### config.mk
export PLATFORM = sky130hd
export DESIGN_NAME = spi_mstr_arb
export DESIGN_NICKNAME = d
export VERILOG_FILES = /design/src/rtl/spi_mstr_arb.sv
export SDC_FILE = /design/constraint.sdc
export NUM_CORES = 1
export LEC_CHECK = 0
export BUFFER_PORTS_ARGS = -buffer_cell sky130_fd_sc_hd__buf_2
export CAP_MARGIN = 20
export CORE_MARGIN = 8
export CORE_UTILIZATION = 35
export DETAILED_ROUTE_END_ITERATION = 8
export PLACE_DENSITY = 0.64
export SYNTH_ARGS = -nofsm -noshare
export SYNTH_HDL_FRONTEND = slang
export SYNTH_SLANG_ARGS = --single-unit
### constraint.sdc
create_clock -name clk_i -period 2.5 [get_ports clk_i]
set_input_delay 0.25 -clock clk_i [delete_from_list [all_inputs] [get_ports clk_i]]
set_output_delay 0.25 -clock clk_i [all_outputs]
set_load 0.03 [all_outputs]
### src/rtl/spi_mstr_arb.sv
// Round-robin arbiter sharing one SPI master between the A2D client (0) and the
// inertial-sensor client (1), with a timed lock for back-to-back transactions.
module spi_mstr_arb #(
    parameter int HOLD_MAX = 16
) (
    input  logic        clk_i,
    input  logic        rst_ni,
    input  logic        req0_i,
    input  logic        req1_i,
    input  logic [15:0] cmd0_i,
    input  logic [15:0] cmd1_i,
    input  logic        lock0_i,
    input  logic        lock1_i,
    input  logic        done_i,
    output logic        wrt_o,
    output logic [15:0] cmd_o,
    output logic        ack0_o,
    output logic        ack1_o,
    output logic        done0_o,
    output logic        done1_o,
    output logic [1:0]  gnt_o,
    output logic        busy_o,
    output logic        lock_to_o
);

    typedef enum logic [1:0] {
        IDLE,
        ISSUE,
        BUSY,
        HOLD
    } state_e;

    localparam logic [7:0] HOLD_LAST = 8'(HOLD_MAX - 1);

    state_e      state_q;
    logic [15:0] cmd_q;
    logic [1:0]  gnt_q;
    logic        last_q;
    logic [7:0]  hold_cnt_q;
    logic        lock_to_q;

    logic [1:0]  win_d;
    logic [15:0] win_cmd_d;
    logic        owner_req;
    logic        owner_lock;
    logic [15:0] owner_cmd;

    // last_q = 1 means client 1 was served last, so client 0 wins the next tie.
    always_comb begin
        win_d = 2'b00;
        if (req0_i && req1_i) begin
            win_d = last_q ? 2'b01 : 2'b10;
        end else if (req0_i) begin
            win_d = 2'b01;
        end else if (req1_i) begin
            win_d = 2'b10;
        end
        win_cmd_d  = win_d[1] ? cmd1_i : cmd0_i;
        owner_req  = |(gnt_q & {req1_i, req0_i});
        owner_lock = |(gnt_q & {lock1_i, lock0_i});
        owner_cmd  = gnt_q[1] ? cmd1_i : cmd0_i;
    end

    always_ff @(posedge clk_i or negedge rst_ni) begin
        if (!rst_ni) begin
            state_q    <= IDLE;
            cmd_q      <= 16'h0000;
            gnt_q      <= 2'b00;
            last_q     <= 1'b1;
            hold_cnt_q <= 8'd0;
            lock_to_q  <= 1'b0;
        end else begin
            lock_to_q <= 1'b0;
            case (state_q)
                IDLE: begin
                    if (win_d != 2'b00) begin
                        gnt_q   <= win_d;
                        cmd_q   <= win_cmd_d;
                        last_q  <= win_d[1];
                        state_q <= ISSUE;
                    end
                end
                ISSUE: begin
                    state_q <= BUSY;
                end
                BUSY: begin
                    if (done_i) begin
                        if (owner_lock) begin
                            hold_cnt_q <= 8'd0;
                            state_q    <= HOLD;
                        end else begin
                            gnt_q   <= 2'b00;
                            state_q <= IDLE;
                        end
                    end
                end
                HOLD: begin
                    // Only the owner may re-request; the other client waits for IDLE.
                    if (owner_req) begin
                        cmd_q   <= owner_cmd;
                        state_q <= ISSUE;
                    end else if (hold_cnt_q == HOLD_LAST) begin
                        lock_to_q <= 1'b1;
                        gnt_q     <= 2'b00;
                        state_q   <= IDLE;
                    end else begin
                        hold_cnt_q <= hold_cnt_q + 8'd1;
                    end
                end
                default: begin
                    state_q <= IDLE;
                end
            endcase
        end
    end

    assign wrt_o     = (state_q == ISSUE);
    assign ack0_o    = (state_q == ISSUE) & gnt_q[0];
    assign ack1_o    = (state_q == ISSUE) & gnt_q[1];
    assign done0_o   = (state_q == BUSY) & done_i & gnt_q[0];
    assign done1_o   = (state_q == BUSY) & done_i & gnt_q[1];
    assign cmd_o     = cmd_q;
    assign gnt_o     = gnt_q;
    assign busy_o    = (state_q != IDLE);
    assign lock_to_o = lock_to_q;

endmodule

==> impl_metrics.tcl, run 1 <==
set metrics [dict create \
    status "finished, final reports clean" \
    synthMuxAreaShare_pct 1.41 \
    crit_type "flop to flop" \
    post_cts_buffers 0 \
    drt_wl_total_um 4380 \
    ys_seq_area_share_pct 47.1 \
    hold_violations 0 \
    cts_tree "yes" \
    place.gp.congestion 0.755 \
    clockBufferDepth 2 \
    clkLatencyLatePin_ns 0.28 \
    cts_buffers 5 \
    fillers 428 \
    core_um2 4380 \
    area_growth_pct 32.2 \
    syn_area_um2 1600 \
    setup_viol 0 \
    maxCapViolCount 0 \
    cpMaxStageDelayCell "dfrtp_1" \
    synth_fa_ha_area_share_pct 0.784 \
    cts_root_buf "clkbuf_8" \
    clk_pin_slew_ns 0.07 \
    power_leakage_nw 1.05 \
    numPortBuffers 63 \
    cts.sinks 30 \
    max_freq_ghz 0.508 \
    drtIter0Drc 95 \
    setup.worst_path.start_class "flop" \
    cp-end-kind "flop" \
    maxSlewViolCount 0 \
    dp_hpwl_um 3210 \
    path_max_fanout 9 \
    finalCriticalPeriod_ns 1.97 \
    yosysWarnings 0 \
    overflow 0 \
    cts_resized 0 \
    tightestPinTransition_ns 0.673 \
    grt_use_total_pct 12.7 \
    start_util_pct 36.4 \
    h-tree-depth 2 \
    ys_async_sr_fraction_pct 100 \
    vias 1529 \
    hp-class "input port to async pin" \
    drt_pass1_iterations 4 \
    rsz0062_at_grt "no" \
    grt_pass1_vias 1558 \
    syn_inst 173 \
    synth-seq-cells 30 \
    syn_avg_cell_area_um2 9.22 \
    whs_ns 0.00296 \
    finalSetupTns_ns 0 \
    rows 24 \
    synthSimpleGateAreaFrac_pct 23.1 \
    drc 0 \
    via_per_inst 5.24 \
    die_h_um 83.5 \
    ctsHoldBuffers 0 \
    syn_nets 213 \
    ios 64 \
    max_stage_delay_ns 0.42 \
    p_per_area_nw_per_um2 1370 \
    critPathArrivalTime_ns 2.13 \
    synth-compound-area-share_pct 25.1 \
    post_drt_wl_per_cell_um 15.0 \
    fin_util_pct 48.1 \
    synth_xor_area_share_pct 0 \
    power_mw 2.88 \
    peakVddDrop_mv 0.761 \
    drive_gt1_share_pct 36.3 \
    n_antenna_cell 0 \
    fin_skew_ns 0.00590 \
    grt_antenna_before_repair 0 \
    yosys_most_used_dff "dfrtp_1" \
    cp_cell_sequence "ha_1 -> nand3_1 -> o211ai_2 -> and2_4 -> a221o_2" \
    synth_edf_count 0 \
    antenna_left 0 \
    grt_pass1_wl_um 7410 \
    die-area_um2 6970 \
    chipWidth_um 83.5 \
    crit_required_ns 2.66 \
    grt_max_degree 31 \
    nNetsFinal 279 \
    post-route-period-util_pct 78.8 \
    relSlewSlack_pct 55.1 \
    synth_cell_type_count 43 \
    synth_top_family_by_area "compound AO/OA/AOI/OAI gates" \
]
## cell usage after synthesis (2+ instances only)
cell type	number	area (um^2)
a211o_1	4	35.0
a21o_1	2	15.0
nor2_1	19	71.3
a22o_1	3	26.3
nand2b_1	2	12.5
clkbuf_1	2	7.51
buf_2	4	20.0
and2_1	5	31.3
dfrtp_1	29	726
and3_1	3	18.8
and4_1	3	26.3
nor3_1	4	20.0
o21ai_0	4	20.0
mux2_2	2	22.5
inv_1	2	7.51
nand3_1	4	20.0
nor2b_1	2	12.5
nand2_1	19	71.3
a21oi_1	35	175
a22oi_1	2	15.0
## logic make-up after synthesis
family | after synthesis
flops | 30
buf+inv | 9
compound gates | 61
fa+ha+maj | 1
simple gates | 70
mux | 2
## metal layers
metal	routed length, um	GRT usage (%)	share of wire, %	vias up
met5	0	0	0	-
met4	83	5.81	1.9	0
met3	280	4.30	6.4	7
met2	2060	19.9	47	41
met1	1950	15.2	45	722
li1	-	-	-	759
## sequential cells by signal, summed over array words and instances, names as in the netlist
| register | cells |
|---|---|
| hold_cnt_q | 8 |
| last_q | 1 |
| gnt_o | 2 |
| state_q | 2 |
| cmd_o | 16 |
| lock_to_o | 1 |
## report_power, final
part	leakage [nW]	total (mW)	internal, mW	switching, mW
sequential	0.361	0.867	0.697	0.170
clock	0.0714	0.616	0.425	0.191
combinational	0.619	1.40	0.478	0.919
## path summary, 6_finish.rpt
check                      cells after the start                        end  slack [ns]                       from
min in group clk_i                             3      cmd_o[11]$_DFFE_PN0P_        0.19                 cmd1_i[11]
hold reg to reg                                2       cmd_o[5]$_DFFE_PN0P_        0.52       cmd_o[5]$_DFFE_PN0P_
setup / recovery                               5  hold_cnt_q[6]$_DFFE_PN0P_        0.53  hold_cnt_q[0]$_DFFE_PN0P_
setup reg to reg                               5  hold_cnt_q[6]$_DFFE_PN0P_        0.53  hold_cnt_q[0]$_DFFE_PN0P_
max in group asynchronous                      1       gnt_o[1]$_DFFE_PN0P_        2.06                     rst_ni
hold / removal                                 1  hold_cnt_q[5]$_DFFE_PN0P_       0.003                     rst_ni
## final cells by class
| class | instances | area, um^2 | share of cell area, % |
|---|---|---|---|
| multi-input combinational | 134 | 803 | 38.1 |
| inverter | 2 | 7.51 | 0.356 |
| timing repair buffer | 66 | 338 | 16.0 |
| tap | 52 | 65.1 | 3.09 |
| sequential | 30 | 752 | 35.7 |
| clock inverter | 2 | 60.1 | 2.85 |
| clock buffer | 6 | 82.6 | 3.92 |
## worst max-delay path: cells and delay by family, from the launching register on
family / cells / cell delay [ns]
compound gates: 2 / 0.64
simple gates: 2 / 0.55
flops: 1 / 0.42
fa+ha+maj: 1 / 0.24
## layout by cell type (no fill, tap or decap), types with 2 or more instances in the layout
master     instances
a21o_1             2
nand3_1            4
a21oi_1           35
buf_2             63
o21ai_0            4
and4_1             3
nand2b_1           2
nand2_1           19
buf_4              3
bufinv_16          2
nor2_1            19
and3_1             3
nor3_1             4
dfrtp_1           29
nor2b_1            2
and2_1             5
mux2_2             2
a211o_1            4
a22o_1             3
clkbuf_8           6
inv_1              2
a22oi_1            2
## stage by stage
stage	cells	setup WS, ns	instance area (um^2)
after floorplan	173	0.731	1600
after global placement	283	0.501	1960
after detailed placement	283	0.474	1960
after CTS	291	0.480	2100
after global routing	292	0.433	2110
final	292	0.531	2110
No activity file was read; power rests on OpenSTA's default activity.
==> inputs of run 2 (changes only) <==
--- a/config.mk
+++ b/config.mk
@@ -10,7 +10,7 @@
 export CORE_MARGIN = 8
 export CORE_UTILIZATION = 35
 export DETAILED_ROUTE_END_ITERATION = 8
-export PLACE_DENSITY = 0.64
+export PLACE_DENSITY = 0.66
 export SYNTH_ARGS = -nofsm -noshare
 export SYNTH_HDL_FRONTEND = slang
 export SYNTH_SLANG_ARGS = --single-unit
==> constraint.sdc (replaced) <==
create_clock -name clk_i -period 1.76 [get_ports clk_i]
set_input_delay 0.176 -clock clk_i [delete_from_list [all_inputs] [get_ports clk_i]]
set_output_delay 0.176 -clock clk_i [all_outputs]
set_load 0.03 [all_outputs]
==> impl_metrics.tcl, run 2 (synthesis gave the netlist of run 1 again) <==
set metrics [dict create \
    regToRegEndpoint "gnt_o[0]$_DFFE_PN0P_" \
    hold_violations 0 \
    tightestPinTransition_ns 0.681 \
    post-route-period-util_pct 99.7 \
    via_per_inst 5.06 \
    cts_buffers 5 \
    path_max_fanout 3 \
    hold_depth 3 \
    rsz0062_at_grt "yes" \
    min_from "cmd1_i[8]" \
    post_drt_wl_per_cell_um 14.7 \
    place.gp.congestion 0.770 \
    cts.sinks 30 \
    clkLatencyLatePin_ns 0.28 \
    crit_type "flop to flop" \
    grt_use_met3_pct 4.79 \
    drtIter0Drc 87 \
    n_antenna_cell 0 \
    maxSlewViolCount 0 \
    relSlewSlack_pct 54.6 \
    p_per_area_nw_per_um2 1800 \
    start_util_pct 36.4 \
    critPathArrivalTime_ns 1.93 \
    core_um2 4380 \
    finalInstanceArea_um2 2280 \
    grt_use_total_pct 13.6 \
    place_area_um2 2110 \
    max_freq_ghz 0.570 \
    r2r_start "hold_cnt_q[4]$_DFFE_PN0P_" \
    maxCapViolCount 0 \
    vias 1579 \
    dp_cells 301 \
    worst_slack_ns 0.00557 \
    final_cells 312 \
    overflow 0 \
    drive_gt1_share_pct 43.5 \
    use_met2_pct 22.6 \
    power_leakage_nw 1.13 \
    rows 24 \
    r2r_setup_slack_ns 0.006 \
    pre_cts_ws_ns -0.188 \
    grt_max_degree 31 \
    power_mw 4.12 \
    nNetsFinal 299 \
    clk_pin_slew_ns 0.07 \
    crit_required_ns 1.93 \
    area_growth_pct 43.1 \
    finalCriticalPeriod_ns 1.75 \
    largest_reg_flops 16 \
    cp-end-kind "flop" \
    drc 0 \
    fin_util_pct 52.1 \
    hp-class "input port to flop" \
    die-area_um2 6970 \
    grt_pass1_vias 1724 \
    multi_input_area_um2 847 \
    reg2regPathDepth 5 \
    peakVddDrop_mv 0.828 \
    hold_end "cmd_o[8]$_DFFE_PN0P_" \
    status "finished, final reports clean" \
    drt_pass1_iterations 4 \
    grt_pass1_wl_um 8030 \
    finalSetupTns_ns 0 \
    grt_antenna_before_repair 0 \
    busiest_layer "met2" \
    setup.worst_path.start_class "flop" \
    cts_tree "yes" \
    h-tree-depth 2 \
    ios 64 \
    drt_wl_total_um 4590 \
    clockBufferDepth 2 \
    numPortBuffers 63 \
    setup_viol 0 \
    die_h_um 83.5 \
    regArea_um2 752 \
    layout_common_cells "buf_2, a21oi_1, dfrtp_1" \
    final_common_cell "buf_2" \
    fillers 412 \
    whs_ns 0.113 \
    met1_usage_pct 16.4 \
    cts_root_buf "clkbuf_8" \
    crit_start "hold_cnt_q[4]$_DFFE_PN0P_" \
    fin_skew_ns 0.00782 \
    antenna_left 0 \
    dp_hpwl_um 3380 \
    chipWidth_um 83.5 \
]
## run 2: power breakdown
group / leakage [nW] / total (mW) / switching [mW] / internal, mW
combinational: 0.725 / 2.34 / 1.42 / 0.919
sequential: 0.361 / 1.19 / 0.200 / 0.990
clock: 0.0472 / 0.586 / 0.272 / 0.314
## run 2: area by class of cell
cell class | instances | share of cell area [%]
Multi-Input combinational cell | 134 | 37.1
Sequential cell | 30 | 32.9
Timing Repair Buffer | 86 | 22.6
Clock buffer | 6 | 3.62
Tap cell | 52 | 2.85
Clock inverter | 2 | 0.548
Inverter | 2 | 0.329
## run 2: worst max-delay path by stage
| stage | to | depth (start not counted) | slack [ns] |
|---|---|---|---|
| after detailed placement | cmd_o[9]$_DFFE_PN0P_ | 4 | -0.19 |
| after global routing | gnt_o[0]$_DFFE_PN0P_ | 5 | -0.08 |
| final | gnt_o[0]$_DFFE_PN0P_ | 5 | 0.006 |
| after CTS | gnt_o[0]$_DFFE_PN0P_ | 5 | -0.004 |
| after global placement | cmd_o[8]$_DFFE_PN0P_ | 4 | -0.1 |
| after floorplan | hold_cnt_q[6]$_DFFE_PN0P_ | 5 | 0.002 |
## run 2: critical path, stage by stage (launching register included)
cell      delay [ns]
dfrtp_1         0.38
or4_4           0.57
buf_4           0.17
nor4_4          0.18
a221oi_2        0.08
mux2_2          0.29
## run 2: layer usage
layer / up-vias / wire length [um]
met1: 730 / 2100
li1: 800 / -
met4: 0 / 38
met2: 44 / 2160
met5: - / 0
met3: 5 / 292
## run 2: repair_timing
action	CTS	global route
buffers inserted	1	1
gates resized for setup	6	2
hold endpoints to repair	29	0
pin swaps	4	1
setup endpoints to repair	21	24
cloned	0	0
hold buffers	1	0
==> inputs of run 3 (changes only) <==
--- a/config.mk
+++ b/config.mk
@@ -7,6 +7,7 @@
 export LEC_CHECK = 0
 export BUFFER_PORTS_ARGS = -buffer_cell sky130_fd_sc_hd__buf_2
 export CAP_MARGIN = 20
+export CORE_ASPECT_RATIO = 1.2
 export CORE_MARGIN = 8
 export CORE_UTILIZATION = 35
 export DETAILED_ROUTE_END_ITERATION = 8
==> impl_metrics.tcl, run 3 (synthesis gave the netlist of run 1 again) <==
set metrics [dict create \
    cpMaxStageDelayCell "or4_4" \
    hold_end "cmd_o[13]$_DFFE_PN0P_" \
    max_freq_ghz 0.557 \
    crit_type "flop to flop" \
    tightestPinTransition_ns 0.674 \
    maxCapViolCount 0 \
    regToRegEndpoint "hold_cnt_q[7]$_DFFE_PN0P_" \
    cts_root_buf "clkbuf_8" \
    drive_gt1_share_pct 43.0 \
    status "complete, but fails checks" \
    cp_top_family "simple AND/OR/NAND/NOR gates" \
    grt_pass1_wl_um 8240 \
    cts_buffers 5 \
    finalInstanceArea_um2 2310 \
    cp-end-kind "flop" \
    hp-class "input port to flop" \
    maxSlewViolCount 0 \
    dp_hpwl_um 3440 \
    r2r_setup_slack_ns -0.03 \
    layout_common_cells "buf_2, a21oi_1, dfrtp_1" \
    final_common_cell "buf_2" \
    r2r_start "hold_cnt_q[7]$_DFFE_PN0P_" \
    overflow 0 \
    nNetsFinal 302 \
    grt_pass1_vias 1832 \
    die-area_um2 6980 \
    hold_depth 3 \
    h-tree-depth 2 \
    dp_cells 311 \
    min_from "cmd1_i[13]" \
    cp_cell_sequence "or4_4 -> o211a_4 -> and3_1 -> a211o_1" \
    rows 27 \
    final_cells 321 \
    fin_skew_ns 0.00680 \
    drt_pass1_iterations 4 \
    n_antenna_cell 0 \
    worst_slack_ns -0.0342 \
    cts_tree "yes" \
    setup.worst_path.start_class "flop" \
    pre_cts_ws_ns -0.119 \
    start_util_pct 35.5 \
    hold_violations 0 \
    rsz0062_at_grt "yes" \
    drtIter0Drc 77 \
    crit_buf_inv 0 \
    peakVddDrop_mv 0.782 \
    area_growth_pct 45.0 \
    drt_wl_total_um 4680 \
    via_per_inst 5.18 \
    fin_util_pct 51.5 \
    place_area_um2 2150 \
    setup_viol 4 \
    drc 0 \
    grt_max_degree 31 \
    vias 1664 \
    place.gp.congestion 0.813 \
    largest_reg_flops 16 \
    failed_checks "setup timing" \
    ios 64 \
    clk_pin_slew_ns 0.07 \
    finalCriticalPeriod_ns 1.79 \
    clockBufferDepth 2 \
    grt_use_total_pct 14.0 \
    cts.sinks 30 \
    path_max_fanout 6 \
    die_h_um 90.0 \
    max_stage_delay_ns 0.59 \
    power_leakage_nw 1.16 \
    post-route-period-util_pct 102 \
    core_um2 4490 \
    critPathArrivalTime_ns 1.96 \
    clkLatencyLatePin_ns 0.28 \
    p_per_area_nw_per_um2 1810 \
    reg2regPathDepth 4 \
    fillers 456 \
    crit_required_ns 1.92 \
    antenna_left 0 \
    chipWidth_um 77.6 \
    grt_antenna_before_repair 0 \
    post_drt_wl_per_cell_um 14.6 \
    numPortBuffers 63 \
    relSlewSlack_pct 55.1 \
]
run 3: per-stage QoR:
step	setup TNS (ns)	total power, mW	hold WS, ns
after floorplan	0	2.66	-0.120
after global placement	-1.33	3.46	0.256
after detailed placement	-1.72	3.49	0.264
after CTS	-0.0677	4.11	0.107
after global routing	-0.276	4.52	0.125
final	-0.0932	4.19	0.121
run 3: worst max path at each step:
| stage | cells after the start | to | slack (ns) | startpoint |
|---|---|---|---|---|
| final | 4 | hold_cnt_q[7]$_DFFE_PN0P_ | -0.03 | hold_cnt_q[7]$_DFFE_PN0P_ |
| after CTS | 4 | hold_cnt_q[7]$_DFFE_PN0P_ | -0.03 | hold_cnt_q[7]$_DFFE_PN0P_ |
| after detailed placement | 4 | cmd_o[6]$_DFFE_PN0P_ | -0.12 | state_q[1]$_DFFE_PN0P_ |
| after floorplan | 5 | hold_cnt_q[6]$_DFFE_PN0P_ | 0.002 | hold_cnt_q[0]$_DFFE_PN0P_ |
| after global routing | 4 | hold_cnt_q[5]$_DFFE_PN0P_ | -0.06 | hold_cnt_q[7]$_DFFE_PN0P_ |
| after global placement | 4 | cmd_o[0]$_DFFE_PN0P_ | -0.1 | state_q[1]$_DFFE_PN0P_ |
run 3: power by group:
part	switching (mW)	internal [mW]	total, mW
Sequential	0.199	0.991	1.19
Combinational	1.46	0.966	2.42
Clock	0.259	0.315	0.574
Total	1.92	2.27	4.19
run 3: worst register-to-register path, delay by kind of cell (launching register included):
| kind | cells | cell delay, ns |
|---|---|---|
| flip-flops | 1 | 0.38 |
| AND/OR/NAND/NOR | 2 | 0.76 |
| AO/OA/AOI/OAI | 2 | 0.55 |
run 3: layer usage:
layer | GRT usage [%] | part of all wire, %
met1 | 16.3 | 41
met2 | 22.2 | 48
met3 | 5.98 | 9.6
met4 | 4.73 | 1.5
met5 | 0 | 0
run 3: cell type report:
cell class                 count  area [um^2]  share of cell area (%)
multi-input combinational    134          848                    36.7
sequential                    30          752                    32.5
timing repair buffer          89          542                    23.4
clock buffer                   7         86.3                    3.73
tap                           58         72.6                    3.14
inverter                       2         7.51                   0.324
clock inverter                 1         5.00                   0.216
run 3: what timing repair did:
| action | in CTS | in global routing |
|---|---|---|
| endpoints found under the setup margin | 20 | 21 |
| hold buffers | 1 | 0 |
| hold endpoints to repair | 29 | 0 |
| gates resized for setup | 1 | 7 |
| pin swaps | 0 | 1 |
| buffers inserted | 0 | 1 |
